$ cat config.mk
export PLATFORM = sky130hd
export DESIGN_NAME = pattern_stream_serializer
export DESIGN_NICKNAME = d
export VERILOG_FILES = /design/src/rtl/pattern_stream_serializer_pkg.sv /design/src/rtl/sync_word_fifo.sv /design/src/rtl/pattern_stream_serializer.sv
export SDC_FILE = /design/constraint.sdc
export NUM_CORES = 1
export LEC_CHECK = 0
export CORE_MARGIN = 4
export CORE_UTILIZATION = 48
export CTS_CLUSTER_SIZE = 8
export DETAILED_ROUTE_END_ITERATION = 7
export PLACE_DENSITY = 0.74
export SLEW_MARGIN = 20
export SYNTH_ARGS = -nofsm -noshare
export SYNTH_HDL_FRONTEND = slang
export SYNTH_HIERARCHICAL = 1
export SYNTH_SLANG_ARGS = --single-unit
$ cat constraint.sdc
create_clock -name clk -period 3.1 [get_ports clk]
set_input_delay 0.62 -clock clk [delete_from_list [all_inputs] [get_ports clk]]
set_output_delay 0.62 -clock clk [all_outputs]
set_load 0.05 [all_outputs]
$ cat src/rtl/pattern_stream_serializer_pkg.sv
// pattern_stream_serializer_pkg: shared FSM encodings and default sizes for the serializer
package pattern_stream_serializer_pkg;
    localparam int DEF_WIDTH = 8;
    localparam int DEF_DEPTH = 4;
    localparam logic [1:0] IDLE  = 2'b00;
    localparam logic [1:0] SHIFT = 2'b01;
    localparam logic [1:0] GAP   = 2'b10;
endpackage

$ cat src/rtl/sync_word_fifo.sv
// sync_word_fifo: synchronous word FIFO with extra wrap bit on each pointer
module sync_word_fifo import pattern_stream_serializer_pkg::*; #(
    parameter int WIDTH = DEF_WIDTH,
    parameter int DEPTH = DEF_DEPTH
) (
    input  logic             clk,
    input  logic             rst,
    input  logic             push,
    input  logic             pop,
    input  logic [WIDTH-1:0] din,
    output logic [WIDTH-1:0] dout,
    output logic             full,
    output logic             empty
);
    localparam int AW = $clog2(DEPTH);
    logic [AW:0] wp, rp;
    logic [WIDTH-1:0] mem [DEPTH];
    assign full = (wp[AW] != rp[AW]) && (wp[AW-1:0] == rp[AW-1:0]);
    assign empty = wp == rp;
    assign dout = mem[rp[AW-1:0]];
    always_ff @(posedge clk) begin
        if (rst) begin
            wp <= '0;
            rp <= '0;
        end else begin
            if (push && !full) wp <= wp + 1'b1;
            if (pop && !empty) rp <= rp + 1'b1;
        end
    end
    always_ff @(posedge clk) begin
        if (push && !full) mem[wp[AW-1:0]] <= din;
    end
endmodule

$ cat src/rtl/pattern_stream_serializer.sv
// pattern_stream_serializer: buffers parallel words and streams them out bit-serially with optional idle gaps
module pattern_stream_serializer import pattern_stream_serializer_pkg::*; #(
    parameter int WIDTH     = DEF_WIDTH,
    parameter int DEPTH     = DEF_DEPTH,
    parameter int MSB_FIRST = 1
) (
    input  logic             clk,
    input  logic             rst,
    input  logic [WIDTH-1:0] data_i,
    input  logic             wvalid_i,
    output logic             wready_o,
    input  logic             en_i,
    input  logic [3:0]       gap_i,
    output logic             d_o,
    output logic             valid_o,
    output logic             last_o,
    output logic [15:0]      sent_cnt_o
);
    localparam int BW = $clog2(WIDTH) + 1;
    localparam logic [BW-1:0] LAST_BIT = BW'(WIDTH - 1);
    logic [1:0] state;
    logic [WIDTH-1:0] sreg, nxt, dout;
    logic [BW-1:0] bit_cnt;
    logic [3:0] gap_cnt;
    logic full, empty, push, pop;
    assign wready_o = !rst && !full;
    assign push = wvalid_i && wready_o;
    assign valid_o = !rst && en_i && state == SHIFT;
    assign d_o = valid_o && (MSB_FIRST != 0 ? sreg[WIDTH-1] : sreg[0]);
    assign last_o = valid_o && bit_cnt == LAST_BIT;
    assign nxt = MSB_FIRST != 0 ? sreg << 1 : sreg >> 1;
    // a new word loads from idle, straight after a gap-less last bit, or on the final gap cycle
    assign pop = !rst && en_i && !empty &&
                 (state == IDLE || (last_o && gap_cnt == 4'd0) || (state == GAP && gap_cnt <= 4'd1));
    sync_word_fifo #(.WIDTH(WIDTH), .DEPTH(DEPTH)) u_fifo (
        .clk(clk), .rst(rst), .push(push), .pop(pop),
        .din(data_i), .dout(dout), .full(full), .empty(empty)
    );
    always_ff @(posedge clk) begin
        if (rst) begin
            state <= IDLE;
            sreg <= '0;
            bit_cnt <= '0;
            gap_cnt <= '0;
            sent_cnt_o <= '0;
        end else begin
            if (pop) begin
                sreg <= dout;
                bit_cnt <= '0;
                gap_cnt <= gap_i;
                state <= SHIFT;
            end else if (valid_o) begin
                sreg <= nxt;
                bit_cnt <= bit_cnt + 1'b1;
                if (last_o) state <= gap_cnt != 4'd0 ? GAP : IDLE;
            end else if (state == GAP && en_i) begin
                gap_cnt <= gap_cnt - 4'd1;
                if (gap_cnt <= 4'd1) state <= IDLE;
            end
            if (last_o) sent_cnt_o <= sent_cnt_o + 16'd1;
        end
    end
endmodule
==> qor.csv, run 1 <==
stage;metric;value;unit
run_status;status;finished, final reports clean;
grt;vias in the first global route;2240;
job;Max-Cap Viols;0;
sta;achievable frequency;0.367;GHz
sta;Final Max Slew Viols;0;
grt;met3 GRT Util;3.33;%
clock_network;Num CTS Buffers;9;
logic_synthesis;top_reg_cell synth;dfxtp_1;
logic_synthesis;Synthesis Warnings;6;
drt;Final ANT Viol Nets;0;
grt;grt peak-use layer;met2;
clock_network;Root Driver;clkbuf_8;
floorplan;Starting Density;50.0;%
drt;DR vias/cell;5.34;
sta;Final period util;87.8;%
grt;GR Util met2;25.0;%
clock_network;worst-skew pair later-pin latency;0.34;ns
worst_setup_path;RR Startpoint;u_fifo/wp[1]$_SDFFE_PP0P_;
final_layout;antenna diode count;0;
logic_synthesis;top post-synthesis cells by count;42 x dfxtp_1, 32 x edfxtp_1, 32 x nor2_1;
sta;Final Hold Fails;0;
grt;initial antenna violation count;0;
logic_synthesis;number of synthesized flops with an enable pin;32;
logic_synthesis;asr flop ratio synth;0;%
logic_synthesis;Synth area leader;edfxtp_1;
drt;drt drc;0;
logic_synthesis;synthesized instance count;300;
logic_synthesis;Mapped Nets;326;
worst_setup_path;CP Max Fanout;14;
worst_setup_path;worst reg2reg setup slack;0.48;ns
floorplan;Rows;30;
logic_synthesis;syn avg cell area;11.5;um2
floorplan;die height;92.6;um
clock_network;Clk pin slew, worst setup/hold paths;0.08;ns
worst_setup_path;slowest CP cell;clkdlybuf4s50_1;
floorplan;Core Area;6870;um2
logic_synthesis;#FFs+latches synth;74;
hold_path;Endpoint, Worst Hold;sreg[0]$_SDFFE_PP0P_;
worst_setup_path;worst r2r path cells;8;
floorplan;Die Wd;92.6;um
sta;Slew @ Worst Pin;0.550;ns
clock_network;Longest Clk Path Bufs;2;
clock_network;Clock Sinks;74;
place;Placer Congestion;0.796;
logic_synthesis;most common cell in the synthesized netlist;dfxtp_1;
worst_setup_path;RR Endpoint;u_fifo/mem[0][6]$_DFFE_PP_;
final_layout;Final #Nets;368;
worst_setup_path;WS Path Type;in2out;
drt;WL final;6300;um
worst_setup_path;required time worst endpoint;2.48;ns
worst_setup_path;worst path arrival time;2.10;ns
final_layout;area growth from synthesis to layout;20.2;%
floorplan;I/O pins;36;
place;HPWL Detailed;4410;um
grt;largest net degree at the start of global routing;33;
place;Post-DP Area;3920;um2
drt;DR iter-0 viols;111;
final_layout;fill count;557;
clock_network;H-tree levels;3;
logic_synthesis;mapped cell area;3440;um2
clock_network;CTS resizes;0;
hold_path;Hold/Removal Path Class;reg2reg;
drt;vias;2364;
final_layout;layout cell share with drive strength beyond 1;15.0;%
sta;Max-Slew Margin vs Limit;63.0;%
sta;Period minus WS final;2.72;ns
pwr;VDD IR max;0.318;mV
logic_synthesis;Seq/Total Area, Yosys;52.4;%
worst_setup_path;Cell Chain, Critical Path;clkdlybuf4s50_1 > nand4bb_4 > inv_2 > and2_1 > buf_12;
sta;unrepaired setup endpoints after global routing;no;
clock_network;Setup Buffers After CTS;0;
clock_network;hold buffer count at cts;0;
drt;routed len/inst;14.2;um
logic_synthesis;synth top area cells;edfxtp_1 28%, dfxtp_1 24%, mux4_2 5.2%;
drt;DRT Pass-1 Iters;4;
worst_setup_path;Worst path max stage delay;0.49;ns
pwr;P per Cell Area;518;nW/um2
sta;final setup fails;0;
pwr;Pleak;1.39;nW
hold_path;hold_sp;sreg[0]$_SDFFE_PP0P_;
grt;met1 Use GR;20.4;%
worst_setup_path;crit start category;input port;
sta;setup TNS;0;ns
hold_path;Min-Delay Path Depth;2;
grt;first-pass GRT wire length;10800;um
floorplan;die area;8580;um2
grt;GR Overflow Total;0;
sta;Final Skew;0.00462;ns
place;PortBufs;35;
grt;gr usage total;15.7;%
clock_network;CTS tree;yes;
final_layout;post-route cell area;4130;um2
logic_synthesis;area share of the largest cell type after synthesis;28.0;%
logic_synthesis;synth unique cells;46;
worst_setup_path;crit path capture type;output port;
[logic make-up after synthesis]
family | share of synthesized area (%)
compound gates | 11.0
xor+xnor | 6.12
fa+ha+maj | 3.64
buf+inv | 3.53
flops | 52.4
mux | 5.54
simple gates | 17.8
[flip-flops by register name, summed over array words and instances, names as in the netlist, named ones only]
signal,flops
u_fifo/mem,32
sent_cnt_o,16
sreg,8
bit_cnt,4
gap_cnt,4
u_fifo/rp,3
u_fifo/wp,3
state,2
[area by class of cell]
cell class              count  area, um2  share of cell area, %
flip-flops and latches     74       1800                   43.6
multi-input cells         204       1510                   36.6
repair buffers             43        450                   10.9
clock buffers               9        124                   3.00
well taps                  96        120                   2.91
clock inverters             7       82.6                   2.00
inverters                  10       37.5                  0.909
[layer usage]
layer	routed length, um	part of all wire (%)
met1	2920	46
met2	3000	48
met5	0	0
met3	304	4.8
met4	82	1.3
[placed cells by master (no fill, tap or decap), types with 3 or more instances in the layout]
cell,count
nand4_1,6
edfxtp_1,32
nand3_1,7
clkbuf_8,9
xor2_1,9
nor3_1,4
dfxtp_1,42
nor3b_1,7
a31oi_1,4
or3_1,5
o211ai_1,5
and2_1,5
inv_1,9
mux4_2,8
nand2_1,30
buf_4,8
o21ai_0,10
clkdlybuf4s50_1,31
a211oi_2,3
a311oi_2,7
xnor2_1,15
nand3b_1,3
and3_1,5
nor2_1,32
inv_6,3
a21oi_1,10
buf_12,4
ha_1,10
[worst max path at each step]
stage / start / endpoint / slack (ns) / cells after the start
finish: rst / d_o / 0.38 / 5
global route: u_fifo/wp[1]$_SDFFE_PP0P_ / flip-flop / 0.22 / 10
CTS: rst / d_o / 0.36 / 5
detailed placement: rst / u_fifo/rp[0]$_SDFFE_PP0P_ / 0.35 / 8
global placement: rst / d_o / 0.38 / 5
floorplan: u_fifo/rp[1]$_SDFFE_PP0P_ / u_fifo/mem[3][0]$_DFFE_PP_ / 0.30 / 8
[metrics by stage]
stage               instances  utilization [%]  hold WS [ns]  power, mW  worst slack, ns
global route              443             60.1         0.516       2.23            0.218
global placement          427             57.1         0.458       1.38            0.382
floorplan                 300                -         0.448       1.31            0.295
detailed placement        427             57.1         0.463       1.39            0.354
finish                    443             60.1         0.472       2.14            0.377
CTS                       443             60.1         0.474       2.16            0.362
[critical path: cells and delay by family]
family	cells	cell delay, ns
and+or+nand+nor	2	0.60
buffers and inverters	3	0.88
[where the power goes]
part / internal [mW] / switching (mW)
Combinational: 0.126 / 0.137
Sequential: 1.06 / 0.0445
Clock: 0.386 / 0.386
Total: 1.57 / 0.568
(Power assumes the default switching activity.)
==> run 2, diff against run 1 <==
Settings changed: PLACE_DENSITY 0.74 to 0.7, SKIP_CTS_REPAIR_TIMING from default to 1.
Clock period 3.1 ns to 3 ns, I/O delays scaled along.
==> run 2 against run 1 <==
Against the previous run: core utilization up 0.13 points; critical path depth rose by 1; worst setup slack worse by 0.075 ns; sequential power grew 4%; flip-flop and latch count did not move; global-route usage decreased by 0.48 points; power rose by 3.6%; cell area grew 0.21%; register-to-register slack worse by 0.09 ns; final cell count increased by 0.23%.
==> qor.csv, run 2 (synthesized netlist as in run 1, its figures left out) <==
stage;metric;value;unit;change
sta;setup TNS;0;ns;unchanged
sta;Final Max Slew Viols;0;;unchanged
clock_network;Num CTS Buffers;9;;unchanged
worst_setup_path;worst r2r path cells;8;;unchanged
clock_network;Clock Sinks;74;;unchanged
sta;unrepaired setup endpoints after global routing;no;;unchanged
drt;WL final;6070;um;was 6300 um
clock_network;Root Driver;clkbuf_8;;unchanged
final_layout;post-route cell area;4140;um2;was 4130 um2
floorplan;Die Wd;92.6;um;unchanged
grt;largest net degree at the start of global routing;32;;was 33
worst_setup_path;CP bufs+invs;2;;was 3
worst_setup_path;RR Startpoint;u_fifo/wp[1]$_SDFFE_PP0P_;;unchanged
clock_network;H-tree levels;3;;unchanged
worst_setup_path;crit start category;flip-flop;;was input port
final_layout;area growth from synthesis to layout;20.4;%;was 20.2%
hold_path;Endpoint, Worst Hold;sreg[0]$_SDFFE_PP0P_;;unchanged
sta;Final Skew;0.0114;ns;was 0.00462 ns
worst_setup_path;Worst path max stage delay;0.54;ns;was 0.49 ns
sta;achievable frequency;0.371;GHz;
pwr;Clock Power Share;36.6;%;was 36.1%
worst_setup_path;CP dominant cell by count;nor2_1;;
final_layout;layout cell share with drive strength beyond 1;15.2;%;was 15.0%
final_layout;most frequent cells in the layout;42 x dfxtp_1, 32 x nor2_1, 32 x edfxtp_1;;unchanged
pwr;Seq pwr share;51.4;%;was 51.6%
worst_setup_path;slowest CP cell;xnor2_1;;was clkdlybuf4s50_1
worst_setup_path;Cell Chain, Critical Path;xnor2_1 > nand2_1 > nor2_1 > nor2_1 > buf_4 > buf_12;;was clkdlybuf4s50_1 > nand4bb_4 > inv_2 > and2_1 > buf_12
final_layout;commonest non-fill, non-tap cell in the layout;dfxtp_1;;unchanged
sta;Period minus WS final;2.70;ns;
clock_network;Clk pin slew, worst setup/hold paths;0.08;ns;about the same
clock_network;Longest Clk Path Bufs;2;;unchanged
pwr;VDD IR max;0.315;mV;was 0.318 mV
grt;vias in the first global route;2198;;was 2240
grt;GR Overflow Total;0;;unchanged
worst_setup_path;required time worst endpoint;2.40;ns;was 2.48 ns
sta;Slew @ Worst Pin;0.622;ns;was 0.550 ns
pwr;Int Power;1.62;mW;was 1.57 mW
floorplan;Rows;30;;unchanged
worst_setup_path;CP Max Fanout;8;;was 14
sta;Max-Slew Margin vs Limit;58.3;%;was 63.0%
grt;initial antenna violation count;0;;unchanged
place;Placer Congestion;0.805;;was 0.796
place;PortBufs;35;;unchanged
hold_path;Min-Delay Path Depth;2;;unchanged
sta;Final period util;89.9;%;
final_layout;antenna diode count;0;;unchanged
worst_setup_path;critical path's top delay family;XOR/XNOR gates;;was buffers and inverters
worst_setup_path;WS Path Type;reg2out;;was in2out
job;Max-Cap Viols;0;;unchanged
drt;drt drc;0;;unchanged
floorplan;die height;92.6;um;unchanged
drt;DR iter-0 viols;51;;was 111
drt;vias;2381;;was 2364
worst_setup_path;worst reg2reg setup slack;0.39;ns;was 0.48 ns
worst_setup_path;RR Endpoint;u_fifo/mem[0][1]$_DFFE_PP_;;was u_fifo/mem[0][6]$_DFFE_PP_
clock_network;worst-skew pair later-pin latency;0.35;ns;was 0.34 ns
pwr;P per Cell Area;535;nW/um2;was 518 nW/um2
pwr;Logic pwr share;12.0;%;was 12.3%
hold_path;Hold/Removal Path Class;reg2reg;;unchanged
pwr;switching share of power;26.9;%;was 26.6%
drt;Final ANT Viol Nets;0;;unchanged
floorplan;Core Area;6870;um2;unchanged
hold_path;hold_sp;sreg[0]$_SDFFE_PP0P_;;unchanged
final_layout;Final #Nets;369;;was 368
floorplan;die area;8580;um2;unchanged
sta;Final Hold Fails;0;;unchanged
grt;gr usage total;15.2;%;was 15.7%
drt;DRT Pass-1 Iters;4;;unchanged
floorplan;Starting Density;50.0;%;unchanged
clock_network;CTS tree;yes;;unchanged
drt;DR vias/cell;5.36;;was 5.34
sta;final setup fails;0;;unchanged
pwr;Pleak;1.40;nW;was 1.39 nW
pwr;Power Total;2.21;mW;was 2.14 mW
worst_setup_path;worst path arrival time;2.10;ns;about the same
grt;first-pass GRT wire length;10400;um;was 10800 um
run_status;status;finished, final reports clean;;unchanged
place;HPWL Detailed;4190;um;was 4410 um
drt;routed len/inst;13.7;um;was 14.2 um
floorplan;I/O pins;36;;unchanged
final_layout;max FFs per register;32;;unchanged
pwr;P_sw;0.595;mW;was 0.568 mW
place;Post-DP Area;3930;um2;was 3920 um2
worst_setup_path;crit path capture type;output port;;unchanged
run 2: changes by cell type in the layout (fill, tap and decap cells not counted):
| cell | change |
|---|---|
| buf_4 | +1 |
| clkinvlp_4 | -1 |
| clkinv_4 | +1 |
run 2: stage by stage:
step	instances	setup WS, ns	hold slack (ns)	utilization [%]
after floorplan	300	0.195	0.448	-
after global placement	428	0.364	0.458	57.2
after detailed placement	428	0.321	0.460	57.2
after CTS	444	0.295	0.471	60.2
after global routing	444	0.0829	0.486	60.2
final	444	0.302	0.472	60.2
run 2: cell type report:
cell class	instances	area, um2
inverters	10	37.5
multi-input cells	204	1510
clock buffers	9	124
repair buffers	44	458
clock inverters	7	83.8
flip-flops and latches	74	1800
fillers	603	2730
well taps	96	120
run 2: per-layer routing:
| layer | vias up | global-route usage [%] | part of all wire [%] |
|---|---|---|---|
| li1 | 1180 | - | - |
| met1 | 1139 | 19.9 | 47 |
| met2 | 54 | 24.2 | 46 |
| met3 | 8 | 3.33 | 5.5 |
| met4 | 0 | 6.56 | 1.3 |
| met5 | - | 0 | 0 |
run 2: power by group through the flow:
stage               logic (mW)  clock network [mW]  registers (mW)
finish                   0.266               0.810            1.14
global route             0.295               0.887            1.15
CTS                      0.269               0.832            1.14
detailed placement       0.267                   0            1.16
global placement         0.263                   0            1.16
floorplan                0.215                   0            1.14
run 2: worst min-delay path, cell delays in order, from the launching register on:
cell,delay (ns)
dfxtp_1,0.31
nand3_1,0.06
a21oi_1,0.06
run 2: how the worst max path moves through the flow:
stage	from	end	slack [ns]	cells after the start
after floorplan	u_fifo/rp[1]$_SDFFE_PP0P_	u_fifo/mem[3][0]$_DFFE_PP_	0.20	8
after global placement	rst	u_fifo/mem[0][7]$_DFFE_PP_	0.36	6
after detailed placement	rst	u_fifo/mem[0][7]$_DFFE_PP_	0.32	6
after CTS	u_fifo/wp[0]$_SDFFE_PP0P_	wready_o	0.29	6
after global routing	u_fifo/wp[0]$_SDFFE_PP0P_	wready_o	0.08	6
final	u_fifo/wp[0]$_SDFFE_PP0P_	wready_o	0.30	6
==> run 3, diff against run 2 <==
Settings changed: CORE_MARGIN 4 to 1.5, CTS_CLUSTER_SIZE 8 to 20.
==> run 3 against run 2 <==
Against the previous run: non-clock buffer count did not move; sequential power barely moved; via count fell by 1.0%; final cell count did not move; critical path depth did not move; global-route usage rose by 2.9 points; worst hold slack improved by 0.011 ns; clock skew fell by 0.0039 ns; sequential share of layout area fell by 0.16 points; critical path type unchanged; largest power group unchanged.
==> qor.csv, run 3 (synthesized netlist as in run 1, its figures left out) <==
stage;metric;value;unit;change
run_status;status;finished, final reports clean;;unchanged
drt;DR iter-0 viols;108;;was 51
final_layout;fill count;575;;was 603
worst_setup_path;worst reg2reg setup slack;0.45;ns;was 0.39 ns
final_layout;FF+latch area;1800;um2;unchanged
pwr;Pleak;1.41;nW;was 1.40 nW
clock_network;Num CTS Buffers;9;;unchanged
drt;DRT Pass-1 Iters;5;;was 4
grt;first-pass GRT wire length;10600;um;was 10400 um
sta;Slew @ Worst Pin;0.585;ns;was 0.622 ns
final_layout;antenna diode count;0;;unchanged
place;Post-DP Area;3930;um2;unchanged
grt;vias in the first global route;2227;;was 2198
grt;GR Overflow Total;0;;unchanged
worst_setup_path;crit path capture type;output port;;unchanged
sta;Period minus WS final;2.60;ns;was 2.70 ns
job;Max-Cap Viols;0;;unchanged
drt;drt drc;0;;unchanged
sta;Final Skew;0.00747;ns;was 0.0114 ns
drt;DR vias/cell;5.31;;was 5.36
final_layout;commonest non-fill, non-tap cell in the layout;dfxtp_1;;unchanged
sta;unrepaired setup endpoints after global routing;no;;unchanged
floorplan;die height;87.6;um;was 92.6 um
worst_setup_path;worst r2r path cells;9;;was 8
clock_network;Clk pin slew, worst setup/hold paths;0.08;ns;about the same
worst_setup_path;WS Path Type;reg2out;;unchanged
final_layout;max FFs per register;32;;unchanged
clock_network;Clock Sinks;74;;unchanged
pwr;P per Cell Area;549;nW/um2;was 535 nW/um2
hold_path;hold_sp;bit_cnt[1]$_SDFFE_PP0P_;;was sreg[0]$_SDFFE_PP0P_
floorplan;Rows;30;;unchanged
worst_setup_path;critical path's top delay family;XOR/XNOR gates;;unchanged
sta;Max-Slew Margin vs Limit;60.7;%;was 58.3%
worst_setup_path;Cell Chain, Critical Path;xnor2_1 > nand2_1 > nor2_1 > nor2_1 > buf_4 > buf_12;;unchanged
drt;Final ANT Viol Nets;0;;unchanged
floorplan;Die Wd;87.6;um;was 92.6 um
hold_path;Hold/Removal Path Class;reg2reg;;unchanged
final_layout;area growth from synthesis to layout;20.9;%;was 20.4%
place;Placer Congestion;0.815;;was 0.805
worst_setup_path;RR Startpoint;u_fifo/rp[0]$_SDFFE_PP0P_;;was u_fifo/wp[1]$_SDFFE_PP0P_
sta;setup TNS;0;ns;unchanged
worst_setup_path;CP Max Fanout;8;;unchanged
sta;achievable frequency;0.385;GHz;was 0.371 GHz
drt;routed len/inst;14.0;um;was 13.7 um
grt;largest net degree at the start of global routing;33;;was 32
pwr;VDD IR max;0.312;mV;was 0.315 mV
clock_network;Root Driver;clkbuf_8;;unchanged
worst_setup_path;RR Endpoint;sreg[3]$_SDFFE_PP0P_;;was u_fifo/mem[0][1]$_DFFE_PP_
worst_setup_path;crit start category;flip-flop;;unchanged
place;PortBufs;35;;unchanged
clock_network;Longest Clk Path Bufs;2;;unchanged
final_layout;area occupied by multi-input gates;1510;um2;unchanged
floorplan;Starting Density;50.0;%;unchanged
worst_setup_path;worst path arrival time;2.00;ns;was 2.10 ns
sta;final setup fails;0;;unchanged
final_layout;post-route cell area;4150;um2;was 4140 um2
floorplan;I/O pins;36;;unchanged
worst_setup_path;required time worst endpoint;2.40;ns;about the same
place;HPWL Detailed;4280;um;was 4190 um
worst_setup_path;CP bufs+invs;2;;unchanged
hold_path;Endpoint, Worst Hold;bit_cnt[1]$_SDFFE_PP0P_;;was sreg[0]$_SDFFE_PP0P_
final_layout;most frequent cells in the layout;42 x dfxtp_1, 32 x nor2_1, 32 x edfxtp_1;;unchanged
worst_setup_path;slowest CP cell;xnor2_1;;unchanged
floorplan;die area;7670;um2;was 8580 um2
grt;initial antenna violation count;0;;unchanged
clock_network;worst-skew pair later-pin latency;0.34;ns;was 0.35 ns
floorplan;Core Area;6870;um2;unchanged
hold_path;Min-Delay Path Depth;2;;unchanged
grt;gr usage total;18.1;%;was 15.2%
sta;Final Hold Fails;0;;unchanged
sta;Final period util;86.6;%;was 89.9%
drt;vias;2357;;was 2381
final_layout;Final #Nets;369;;unchanged
worst_setup_path;CP dominant cell by count;nor2_1;;unchanged
worst_setup_path;Worst path max stage delay;0.52;ns;was 0.54 ns
sta;Final Max Slew Viols;0;;unchanged
drt;WL final;6220;um;was 6070 um
clock_network;H-tree levels;3;;unchanged
final_layout;layout cell share with drive strength beyond 1;14.9;%;was 15.2%
clock_network;CTS tree;yes;;unchanged
==> run 3: cell types whose count changed in the layout (fill, tap and decap cells not counted) <==
cell | before | now
clkinv_4 | 1 | 0
clkinvlp_4 | 1 | 0
bufinv_16 | 1 | 2
clkinv_1 | 0 | 1
inv_6 | 3 | 4
inv_8 | 1 | 0
==> run 3: routing by layer <==
| metal | share of wire [%] | global-route usage [%] | routed length, um | vias to the layer above |
|---|---|---|---|---|
| met5 | 0 | 0 | 0 | - |
| met4 | 1.0 | 6.78 | 65 | 0 |
| met3 | 4.0 | 5.00 | 246 | 6 |
| met2 | 47 | 27.9 | 2930 | 64 |
| met1 | 48 | 24.5 | 2990 | 1107 |
| li1 | - | - | - | 1180 |
==> run 3: power by group <==
group          internal, mW  switching [mW]  leakage [nW]  total (mW)
logic                 0.127           0.139         0.669       0.265
registers              1.09          0.0458         0.630        1.14
clock network         0.477           0.397         0.113       0.874
total                  1.70           0.581          1.41        2.28
==> run 3: metrics by stage <==
| step | std cells | power, mW | hold WS, ns | utilization, % | setup WS [ns] |
|---|---|---|---|---|---|
| 2_1_floorplan | 300 | 1.35 | 0.448 | - | 0.195 |
| 3_3_place_gp | 428 | 1.42 | 0.461 | 57.2 | 0.381 |
| 3_5_place_dp | 428 | 1.43 | 0.470 | 57.2 | 0.326 |
| 4_1_cts | 444 | 2.30 | 0.481 | 60.5 | 0.394 |
| 5_1_grt | 444 | 2.38 | 0.511 | 60.5 | 0.169 |
| 6_report | 444 | 2.28 | 0.483 | 60.5 | 0.402 |
==> run 3: cell type report <==
type / count / share of cell area (%)
tap: 96 / 2.89
clock buffer: 9 / 2.98
inverter: 10 / 0.904
clock inverter: 7 / 2.38
timing repair buffer: 44 / 11.0
sequential: 74 / 43.4
multi-input combinational: 204 / 36.4
==> run 3: worst max-delay path by stage <==
stage,start,end,slack (ns),cells past startpoint
finish,u_fifo/rp[0]$_SDFFE_PP0P_,wready_o,0.40,6
global route,u_fifo/rp[0]$_SDFFE_PP0P_,wready_o,0.17,6
CTS,u_fifo/rp[0]$_SDFFE_PP0P_,wready_o,0.39,6
detailed placement,rst,u_fifo/mem[0][6]$_DFFE_PP_,0.33,7
global placement,rst,u_fifo/mem[0][6]$_DFFE_PP_,0.38,7
floorplan,u_fifo/rp[1]$_SDFFE_PP0P_,u_fifo/mem[3][0]$_DFFE_PP_,0.20,8
==> run 3: worst register-to-register path, stage by stage (launching register included) <==
cell and delay (ns):
dfxtp_1 0.38, xnor2_1 0.53, nand2_1 0.26, nor2_1 0.19
nor3b_1 0.08, buf_4 0.14, a32oi_4 0.21, buf_4 0.34
nor2_1 0.11, a311oi_2 0.24
